`config.mk`:
```
export PLATFORM = sky130hd
export DESIGN_NAME = sdram_arbiter
export DESIGN_NICKNAME = d
export VERILOG_FILES = /design/src/rtl/sdram_pkg.sv /design/src/rtl/sync2.sv /design/src/rtl/sdram_arbiter.sv
export SDC_FILE = /design/constraint.sdc
export NUM_CORES = 1
export LEC_CHECK = 0
export ABC_AREA = 0
export CORE_AREA = 2 2 109 153
export CTS_CLUSTER_DIAMETER = 100
export DETAILED_ROUTE_END_ITERATION = 10
export DIE_AREA = 0 0 111 155
export DONT_BUFFER_PORTS = 1
export PLACE_DENSITY = 0.49
export SLEW_MARGIN = 20
export SYNTH_ARGS = -nofsm -noshare
export SYNTH_HDL_FRONTEND = slang
export SYNTH_HIERARCHICAL = 1
export SYNTH_SLANG_ARGS = --single-unit
```
`constraint.sdc`:
```
create_clock -name CLOCK_100_del_3ns -period 3.02 [get_ports CLOCK_100_del_3ns]
set_clock_uncertainty 0.05 [all_clocks]
set_input_delay 0.453 -clock CLOCK_100_del_3ns [delete_from_list [all_inputs] [get_ports CLOCK_100_del_3ns]]
set_output_delay 0.453 -clock CLOCK_100_del_3ns [all_outputs]
set_load 0.01 [all_outputs]
```
`src/rtl/sdram_pkg.sv`:
```
// Shared constants and types for the SDRAM port arbiter.
package sdram_pkg;

    localparam int unsigned ADDR_W = 24;
    localparam int unsigned DATA_W = 32;
    localparam int unsigned CNT_W  = 10;

    localparam logic PORT_CPU = 1'b0;
    localparam logic PORT_DMA = 1'b1;

    typedef logic [2:0] state_t;

    localparam state_t ST_IDLE      = 3'd0;
    localparam state_t ST_ISSUE     = 3'd1;
    localparam state_t ST_WAIT_DONE = 3'd2;
    localparam state_t ST_WAIT_LOW  = 3'd3;
    localparam state_t ST_ACK       = 3'd4;

    // Request payload captured from a requester at grant time.
    typedef struct packed {
        logic              we;
        logic [ADDR_W-1:0] addr;
        logic [DATA_W-1:0] wdata;
    } req_t;

endpackage

```
`src/rtl/sync2.sv`:
```
// Two-flop synchroniser for a single level crossing into the arbiter clock.
module sync2 (
    input  logic clk,
    input  logic rst,
    input  logic d,
    output logic q
);

    logic meta;

    always_ff @(posedge clk) begin
        if (rst) begin
            meta <= 1'b0;
            q    <= 1'b0;
        end else begin
            meta <= d;
            q    <= meta;
        end
    end

endmodule

```
`src/rtl/sdram_arbiter.sv`:
```
// Two-port arbiter in front of the single SDRAM controller port: grants one
// requester, issues one read/write pulse, waits for completion, acks.
module sdram_arbiter
    import sdram_pkg::*;
#(
    parameter int unsigned TIMEOUT     = 255,
    parameter int unsigned P0_PRIORITY = 0
) (
    input  logic              CLOCK_100_del_3ns,
    input  logic              rst,
    input  logic              p0_req,
    input  logic              p0_we,
    input  logic [ADDR_W-1:0] p0_addr,
    input  logic [DATA_W-1:0] p0_wdata,
    output logic              p0_ack,
    output logic              p0_err,
    output logic [DATA_W-1:0] p0_rdata,
    input  logic              p1_req,
    input  logic              p1_we,
    input  logic [ADDR_W-1:0] p1_addr,
    input  logic [DATA_W-1:0] p1_wdata,
    output logic              p1_ack,
    output logic              p1_err,
    output logic [DATA_W-1:0] p1_rdata,
    output logic [ADDR_W-1:0] ctl_address,
    output logic              ctl_req_read,
    output logic              ctl_req_write,
    output logic [DATA_W-1:0] ctl_data_in,
    input  logic [DATA_W-1:0] ctl_data_out,
    input  logic              ctl_data_valid,
    input  logic              ctl_write_complete,
    output logic              busy
);

    state_t            state, state_nx;
    logic              dv_s, wc_s;
    logic              gnt, we_q, last_grant;
    logic [CNT_W-1:0]  cnt;

    logic              gnt_d, we_d, last_d;
    logic [CNT_W-1:0]  cnt_d;
    logic [ADDR_W-1:0] addr_d;
    logic [DATA_W-1:0] wdata_d, rdata0_d, rdata1_d;
    logic              rd_d, wr_d, ack0_d, ack1_d, err0_d, err1_d, busy_d;

    req_t              p0_pl, p1_pl, sel_pl;
    logic              sel_c, done_c, tmo_c, any_req_c;

    // Completion levels come from the controller's slower clock domain.
    sync2 u_sync_dv (.clk(CLOCK_100_del_3ns), .rst(rst), .d(ctl_data_valid),     .q(dv_s));
    sync2 u_sync_wc (.clk(CLOCK_100_del_3ns), .rst(rst), .d(ctl_write_complete), .q(wc_s));

    assign p0_pl     = {p0_we, p0_addr, p0_wdata};
    assign p1_pl     = {p1_we, p1_addr, p1_wdata};
    assign any_req_c = p0_req || p1_req;
    // Tie goes to the port that did not win last time unless port 0 has priority.
    assign sel_c     = (p0_req && p1_req) ? ((P0_PRIORITY != 0) ? PORT_CPU : ~last_grant) : p1_req;
    assign sel_pl    = sel_c ? p1_pl : p0_pl;
    assign done_c    = we_q ? wc_s : dv_s;
    assign tmo_c     = (cnt == CNT_W'(TIMEOUT));

    always_ff @(posedge CLOCK_100_del_3ns) begin
        if (rst) begin
            state         <= ST_IDLE;
            gnt           <= PORT_CPU;
            we_q          <= 1'b0;
            last_grant    <= PORT_DMA;
            cnt           <= '0;
            ctl_address   <= '0;
            ctl_data_in   <= '0;
            ctl_req_read  <= 1'b0;
            ctl_req_write <= 1'b0;
            p0_ack        <= 1'b0;
            p0_err        <= 1'b0;
            p0_rdata      <= '0;
            p1_ack        <= 1'b0;
            p1_err        <= 1'b0;
            p1_rdata      <= '0;
            busy          <= 1'b0;
        end else begin
            state         <= state_nx;
            gnt           <= gnt_d;
            we_q          <= we_d;
            last_grant    <= last_d;
            cnt           <= cnt_d;
            ctl_address   <= addr_d;
            ctl_data_in   <= wdata_d;
            ctl_req_read  <= rd_d;
            ctl_req_write <= wr_d;
            p0_ack        <= ack0_d;
            p0_err        <= err0_d;
            p0_rdata      <= rdata0_d;
            p1_ack        <= ack1_d;
            p1_err        <= err1_d;
            p1_rdata      <= rdata1_d;
            busy          <= busy_d;
        end
    end

    always_comb begin
        state_nx = state;
        case (state)
            ST_IDLE:      if (any_req_c) state_nx = ST_ISSUE;
            ST_ISSUE:     state_nx = ST_WAIT_DONE;
            ST_WAIT_DONE: if (done_c || tmo_c) state_nx = ST_ACK;
            ST_ACK:       state_nx = ST_WAIT_LOW;
            // A completion level still high must not finish the next transaction.
            ST_WAIT_LOW:  if (!dv_s && !wc_s) state_nx = ST_IDLE;
            default:      state_nx = ST_IDLE;
        endcase
    end

    always_comb begin
        gnt_d    = gnt;
        we_d     = we_q;
        last_d   = last_grant;
        cnt_d    = cnt;
        addr_d   = ctl_address;
        wdata_d  = ctl_data_in;
        rd_d     = 1'b0;
        wr_d     = 1'b0;
        ack0_d   = 1'b0;
        ack1_d   = 1'b0;
        err0_d   = 1'b0;
        err1_d   = 1'b0;
        rdata0_d = p0_rdata;
        rdata1_d = p1_rdata;
        busy_d   = (state_nx != ST_IDLE);
        case (state)
            ST_IDLE: begin
                if (any_req_c) begin
                    gnt_d   = sel_c;
                    we_d    = sel_pl.we;
                    addr_d  = sel_pl.addr;
                    wdata_d = sel_pl.wdata;
                    rd_d    = !sel_pl.we;
                    wr_d    = sel_pl.we;
                end
            end
            ST_ISSUE: cnt_d = '0;
            ST_WAIT_DONE: begin
                cnt_d = cnt + CNT_W'(1);
                // Completion in the timeout cycle still counts as success.
                if (done_c || tmo_c) begin
                    ack0_d = (gnt == PORT_CPU);
                    ack1_d = (gnt == PORT_DMA);
                    err0_d = !done_c && (gnt == PORT_CPU);
                    err1_d = !done_c && (gnt == PORT_DMA);
                    if (done_c && !we_q) begin
                        if (gnt == PORT_CPU) rdata0_d = ctl_data_out;
                        else                 rdata1_d = ctl_data_out;
                    end
                end
            end
            ST_ACK: last_d = gnt;
            default: ;
        endcase
    end

endmodule

```
==> flow_metrics.env, run 1 <==
export IMPL_run_status="completed"
export IMPL_critPathKind="flip-flop to flip-flop"
export IMPL_final_layout_size_suffix_gt1_share_pct=7.96
export IMPL_die_height_um=155
export IMPL_total_power_w=0.00449
export IMPL_drt_antenna_violating_nets=0
export IMPL_detail_route_first_pass_iterations=4
export IMPL_number_of_cts_inserted_buffers=17
export IMPL_critPathCaptureType="flip-flop"
export IMPL_post_synth_top_area_fraction_pct=51.2
export IMPL_synth_area_leaders="sky130_fd_sc_hd__dfxtp_1, sky130_fd_sc_hd__mux2i_1, sky130_fd_sc_hd__nand2_1, sky130_fd_sc_hd__a211oi_1, sky130_fd_sc_hd__a21oi_1"
export IMPL_grt_max_degree=141
export IMPL_tritoncts="done"
export IMPL_cp_data_required_time_ns=3.30
export IMPL_io_pins=279
export IMPL_synth_seq_area_share_pct=51.2
export IMPL_dpl_hpwl_mm=11.3
export IMPL_leakage_dissipation_nw=2.24
export IMPL_grt_setup_unrepaired="false"
export IMPL_first_global_vias=4327
export IMPL_cts_hold_buffers_added=0
export IMPL_p_sw_w=0.00121
export IMPL_highest_attainable_clock_frequency_ghz=0.485
export IMPL_drt_vias_per_instance=5.32
export IMPL_finish_net_count=781
export IMPL_ys_warn_count=6
export IMPL_place_detailed_instances=808
export IMPL_layoutNonFillerInstCount=841
export IMPL_routed_wire_length_per_instance_um=18.4
export IMPL_fp_dieW_um=111
export IMPL_hold_path_class="input pin to flip-flop"
export IMPL_distinct_cell_type_count_of_the_synthesized_netlist=38
export IMPL_max_cap_viol_count=0
export IMPL_drv_slew=0
export IMPL_grt_remaining_overflow=0
export IMPL_total_track_usage_pct=17.4
export IMPL_clock_tree_buffer_depth=2
export IMPL_syn_avg_cell_area_um2=8.81
export IMPL_post_cts_resized_instances=0
export IMPL_worst_slack_ns=0.958
export IMPL_drt_total_wl_mm=15.5
export IMPL_slew_limit_headroom_pct=57.0
export IMPL_placement_io_buffers=0
export IMPL_vias=4470
export IMPL_worst_slew_pin_transition_ns=0.642
export IMPL_residual_drc_count=0
export IMPL_grt_antenna_before_repair=0
export IMPL_die_area_um2=17200
export IMPL_row_count=55
export IMPL_cts_post_setup_buffers_inserted=0
export IMPL_setup_total_negative_slack_ns=0
export IMPL_grt_first_pass_wirelength_mm=23.3
export IMPL_share_comb_of_total_power_pct=8.1
export IMPL_netSwitchingFraction_pct=26.8
export IMPL_cts_root_buf="sky130_fd_sc_hd__clkbuf_16"
export IMPL_internal_power_w=0.00329
export IMPL_h_tree_depth=4
export IMPL_drt_first_iter_violations=233
export IMPL_cts_sinks=147
export IMPL_synthesis_nets=805
export IMPL_area_growth_pct=11.1
export IMPL_power_per_cell_area_nw_per_um2=703
export IMPL_cp_max_fo=62
export IMPL_fill_cells=1618
export IMPL_finalCritPeriodShare_pct=68.3
export IMPL_report_final_setup_viol=0
export IMPL_core_area_um2=15900
export IMPL_period_minus_slack_ns=2.06
export IMPL_cp_data_arrival_time_ns=2.34
export IMPL_netlist_area_um2=5750
export IMPL_cts_clk_slew_worst_paths_ns=0.06
export IMPL_layout_core_utilization_pct=40.2
export IMPL_synth_area_leader_cell="sky130_fd_sc_hd__dfxtp_1"
export IMPL_routabilityCongestion=0.811
export IMPL_share_clk_of_total_power_pct=42.3
export IMPL_power_share_sequential_pct=49.6
export IMPL_peakVddDrop_v=0.000400
export IMPL_synth_seq_cells=147
export IMPL_pre_cts_ws_ns=0.953
export IMPL_timing_final_hold_violations=0
export IMPL_start_util_pct=36.2
export IMPL_clock_insertion_delay_worst_skew_ns=0.41
export IMPL_post_synth_inst_count=652
export IMPL_critical_path_startpoint_type="flip-flop"
## cell usage in the layout (no fill, tap or decap), types with 3 or more instances in the layout
cell type	n
sky130_fd_sc_hd__inv_6	4
sky130_fd_sc_hd__nand4_1	3
sky130_fd_sc_hd__mux2i_1	56
sky130_fd_sc_hd__or3b_2	3
sky130_fd_sc_hd__a21oi_1	74
sky130_fd_sc_hd__dfxtp_1	147
sky130_fd_sc_hd__and3_1	5
sky130_fd_sc_hd__mux2_2	5
sky130_fd_sc_hd__nor2b_1	5
sky130_fd_sc_hd__clkinv_2	4
sky130_fd_sc_hd__clkinvlp_4	3
sky130_fd_sc_hd__nand3_1	3
sky130_fd_sc_hd__a211oi_1	56
sky130_fd_sc_hd__nand2_1	135
sky130_fd_sc_hd__nor2_1	70
sky130_fd_sc_hd__nor3_1	4
sky130_fd_sc_hd__buf_4	7
sky130_fd_sc_hd__clkbuf_16	17
sky130_fd_sc_hd__inv_1	4
sky130_fd_sc_hd__o21ai_0	7
## sequential cells by signal (all words and copies together) (netlist names), 3 cells and up
register / cells
p0_rdata: 32
ctl_data_in: 32
p1_rdata: 32
ctl_address: 24
state: 3
cnt: 10
## Yosys cell counts, drive strengths merged
| master | number |
|---|---|
| dfxtp | 147 |
| nand2 | 135 |
| a21oi | 74 |
| nor2 | 70 |
| a211oi | 56 |
| mux2i | 56 |
| buf | 26 |
| clkbuf | 25 |
| o21ai | 7 |
| and3 | 5 |
| mux2 | 5 |
| nor2b | 5 |
| inv | 4 |
| nor3 | 4 |
| or3b | 4 |
| nand3 | 3 |
| nand4 | 3 |
| a22oi | 2 |
| a41oi | 2 |
| and2 | 2 |
| nand4b | 2 |
| nor3b | 2 |
| o211ai | 2 |
| or3 | 2 |
| a21boi | 1 |
| a31o | 1 |
| and4 | 1 |
| ha | 1 |
| nand2b | 1 |
| nand3b | 1 |
| o21a | 1 |
| o311ai | 1 |
| or4 | 1 |
## critical path: stages (launching register included)
cell	delay, ns
sky130_fd_sc_hd__dfxtp_1	0.35
sky130_fd_sc_hd__nor3_1	0.37
sky130_fd_sc_hd__o21a_4	0.61
sky130_fd_sc_hd__buf_4	0.31
sky130_fd_sc_hd__nor2_1	0.06
sky130_fd_sc_hd__a211oi_1	0.22
## cell families (layout without fill, tap and decap cells)
| family | count (synthesis) | count (layout) | synth area share [%] |
|---|---|---|---|
| AND/OR/NAND/NOR | 241 | 241 | 17.6 |
| AO/OA/AOI/OAI | 147 | 147 | 15.8 |
| flip-flops | 147 | 147 | 51.2 |
| multiplexers | 61 | 61 | 10.7 |
| buffers and inverters | 55 | 44 | 4.44 |
| adder cells (fa/ha/maj) | 1 | 1 | 0.218 |
| other | 0 | 1 | 0 |
## worst paths after layout
path,start,end,slack (ns),cells after the start
max reg2reg,state[2],ctl_data_in[20],0.96,5
min,rst,u_sync_dv/meta,0.07,1
min reg2reg,u_sync_dv/meta,u_sync_dv/q,0.40,1
max,state[2],ctl_data_in[20],0.96,5
## metrics by stage
stage | hold slack, ns | instance area [um^2]
after floorplan | 0.364 | 5750
after global placement | 0.392 | 5850
after detailed placement | 0.392 | 5850
after CTS | 0.0412 | 6380
after global routing | 0.0419 | 6380
final | 0.0738 | 6380
## power groups by stage
stage               combinational [W]  clock (W)  sequential [W]
floorplan                    0.000344          0         0.00223
global placement             0.000355          0         0.00227
detailed placement           0.000372          0         0.00227
CTS                          0.000371    0.00196         0.00223
global route                 0.000421    0.00206         0.00224
finish                       0.000365    0.00190         0.00223
## routing by layer
metal  GRT usage [%]  part of all wire (%)  up-vias
met5               0                     0        -
met4            6.61                   2.1        0
met3            8.06                    11       22
met2            29.5                    49      223
met1            19.2                    38     2015
li1                -                     -     2210
## area by class of cell
type                    count  area [um^2]  share of cell area (%)
clock buffers              18          429                    6.72
well taps                 199          249                    3.90
multi-input cells         450         2570                    40.2
flip-flops and latches    147         2940                    46.1
clock inverters            14          106                    1.67
repair buffers              8         72.6                    1.14
inverters                   4         15.0                   0.235
diodes                      1         2.50                  0.0392
(Power assumes the default switching activity.)
==> inputs of run 2 (changes only) <==
--- a/config.mk
+++ b/config.mk
@@ -11,7 +11,7 @@
 export DETAILED_ROUTE_END_ITERATION = 10
 export DIE_AREA = 0 0 111 155
 export DONT_BUFFER_PORTS = 1
-export PLACE_DENSITY = 0.49
+export PLACE_DENSITY = 0.51
 export SLEW_MARGIN = 20
 export SYNTH_ARGS = -nofsm -noshare
 export SYNTH_HDL_FRONTEND = slang
==> constraint.sdc (replaced) <==
create_clock -name CLOCK_100_del_3ns -period 1.74 [get_ports CLOCK_100_del_3ns]
set_clock_uncertainty 0.05 [all_clocks]
set_input_delay 0.261 -clock CLOCK_100_del_3ns [delete_from_list [all_inputs] [get_ports CLOCK_100_del_3ns]]
set_output_delay 0.261 -clock CLOCK_100_del_3ns [all_outputs]
set_load 0.01 [all_outputs]
==> run 2 against run 1 <==
First-iteration DRC count is 22% higher. Largest cell class unchanged. Fmax is 26% higher. Sequential share of layout area is 1.4 points lower. The flow now finishes with violations (negative hold slack). Non-clock buffer count is 10 higher. Core utilization is 1.4 points higher. Clock-buffer cell count is 3 higher. Global-route usage is 0.70 points lower. Critical path type unchanged. Setup slack worse by 0.85 ns. Clock power is 86% higher. Sequential power is 73% higher. Die area stayed put. Critical endpoint is now cnt[7].
==> flow_metrics.env, run 2 (same netlist as run 1, synthesis figures left out) <==
export IMPL_clock_insertion_delay_worst_skew_ns=0.41
export IMPL_cts_sinks=147
export IMPL_violations="negative hold slack"
export IMPL_grt_first_pass_wirelength_mm=22.9
export IMPL_cp_data_arrival_time_ns=1.88
export IMPL_row_count=55
export IMPL_setup_total_negative_slack_ns=0
export IMPL_fin_worst_hold_slack_ns=-0.125
export IMPL_report_final_setup_viol=0
export IMPL_h_tree_depth=4
export IMPL_drv_slew=0
export IMPL_vias=4461
export IMPL_r2r_slack_ns=0.11
export IMPL_hold_path_class="input pin to flip-flop"
export IMPL_cp_startpoint="state[2]"
export IMPL_peakVddDrop_v=0.000646
export IMPL_cts_hold_buffers_added=4
export IMPL_cp_max_fo=7
export IMPL_run_status="finished with violations"
export IMPL_r2r_end="cnt[7]"
export IMPL_critPathCaptureType="flip-flop"
export IMPL_drt_vias_per_instance=5.25
export IMPL_cp_data_required_time_ns=1.99
export IMPL_number_of_cts_inserted_buffers=17
export IMPL_area_growth_pct=14.9
export IMPL_worst_slew_pin_transition_ns=0.370
export IMPL_power_per_cell_area_nw_per_um2=1220
export IMPL_final_common_cell="sky130_fd_sc_hd__dfxtp_1"
export IMPL_drt_first_iter_violations=285
export IMPL_leakage_dissipation_nw=2.33
export IMPL_crit_path_cell_trace="or3b_4, buf_4, and2_1, o21ai_0, a21oi_1"
export IMPL_worst_r2r_cell_count=5
export IMPL_die_height_um=155
export IMPL_worst_slack_ns=0.109
export IMPL_residual_drc_count=0
export IMPL_critPathKind="flip-flop to flip-flop"
export IMPL_grt_max_degree=141
export IMPL_total_track_usage_pct=16.7
export IMPL_start_util_pct=36.2
export IMPL_biggestRegsByFlops="ctl_data_in x32, p0_rdata x32, p1_rdata x32"
export IMPL_dpl_hpwl_mm=10.6
export IMPL_final_layout_size_suffix_gt1_share_pct=10.1
export IMPL_finalCritPeriodShare_pct=93.8
export IMPL_rr_startpoint="state[2]"
export IMPL_max_stage_delay_ns=0.45
export IMPL_most_common_layout_cells="sky130_fd_sc_hd__dfxtp_1, sky130_fd_sc_hd__nand2_1, sky130_fd_sc_hd__a21oi_1, sky130_fd_sc_hd__nor2_1"
export IMPL_period_minus_slack_ns=1.63
export IMPL_slew_limit_headroom_pct=75.3
export IMPL_cts_root_buf="sky130_fd_sc_hd__clkbuf_16"
export IMPL_cp_endpoint="cnt[7]"
export IMPL_grt_remaining_overflow=0
export IMPL_first_global_vias=4441
export IMPL_cts_clk_slew_worst_paths_ns=0.06
export IMPL_tritoncts="done"
export IMPL_grt_antenna_before_repair=0
export IMPL_routabilityCongestion=0.786
export IMPL_routed_wire_length_per_instance_um=17.7
export IMPL_fp_dieW_um=111
export IMPL_cpMaxStageDelayCell="sky130_fd_sc_hd__or3b_4"
export IMPL_timing_final_hold_violations=85
export IMPL_core_area_um2=15900
export IMPL_pre_cts_ws_ns=0.0247
export IMPL_insertedDiodeCount=0
export IMPL_place_detailed_instances=814
export IMPL_highest_attainable_clock_frequency_ghz=0.613
export IMPL_detail_route_first_pass_iterations=6
export IMPL_layoutNonFillerInstCount=850
export IMPL_drt_total_wl_mm=15.0
export IMPL_drt_antenna_violating_nets=0
export IMPL_io_pins=279
export IMPL_die_area_um2=17200
export IMPL_clock_tree_buffer_depth=2
export IMPL_max_cap_viol_count=0
export IMPL_finish_net_count=791
export IMPL_critical_path_startpoint_type="flip-flop"
export IMPL_placement_io_buffers=0
==> run 2: changes by cell type in the layout (fill, tap and decap cells not counted), sizes merged <==
cell / before / now
buf: 8 / 14
bufinv: 0 / 1
clkbuf: 18 / 21
clkinv: 6 / 5
clkinvlp: 3 / 5
diode: 1 / 0
dlygate4sd3: 0 / 4
inv: 9 / 4
==> run 2: metrics by stage <==
step                power (W)  instance area, um^2  util [%]  hold WS (ns)
floorplan             0.00447                 5750         -         0.283
global placement      0.00459                 5950      37.5         0.295
detailed placement    0.00461                 5950      37.5         0.301
CTS                   0.00818                 6580      41.4        -0.151
global route          0.00845                 6600      41.5        -0.163
finish                0.00808                 6600      41.5        -0.125
==> run 2: layer usage <==
metal / wire length (um) / vias up / GRT usage, %
li1: - / 2219 / -
met5: 0 / - / 0
met4: 172 / 0 / 6.01
met1: 5720 / 2009 / 17.8
met3: 1630 / 12 / 7.64
met2: 7510 / 221 / 29.2
==> run 2: how the worst min path moves through the flow <==
stage	to	from	depth (start not counted)
final	ctl_address[15]	rst	1
after global routing	ctl_address[14]	rst	1
after CTS	ctl_address[15]	rst	1
after detailed placement	ctl_address[15]	rst	1
after global placement	ctl_address[16]	rst	1
after floorplan	u_sync_dv/meta	rst	1
==> run 2: layout make-up <==
class                           instances  area, um^2
Inverter                                4        15.0
Clock buffer                           21         480
Tap cell                              199         249
Fill cell                            1618        9300
Timing Repair Buffer                   18         220
Sequential cell                       147        2950
Clock inverter                         11         104
Multi-Input combinational cell        450        2580
==> run 2: repair_timing <==
action,CTS,global route
endpoints found under the hold margin,137,133
buffers inserted,0,0
setup endpoints to repair,0,54
resized for setup,0,8
==> run 2: worst max-delay path: cells and delay by family, from the launching register on <==
family | cells | cell delay (ns)
DFF | 1 | 0.37
and+or+nand+nor | 2 | 0.64
buffers and inverters | 1 | 0.17
AOI/OAI and AO/OA | 2 | 0.28
==> run 2: power breakdown <==
group / internal, W / total, W / switching, W / leakage, nW
registers: 0.00359 / 0.00386 / 0.000271 / 1.20
logic: 0.000306 / 0.000679 / 0.000373 / 0.858
clock network: 0.00212 / 0.00354 / 0.00142 / 0.273
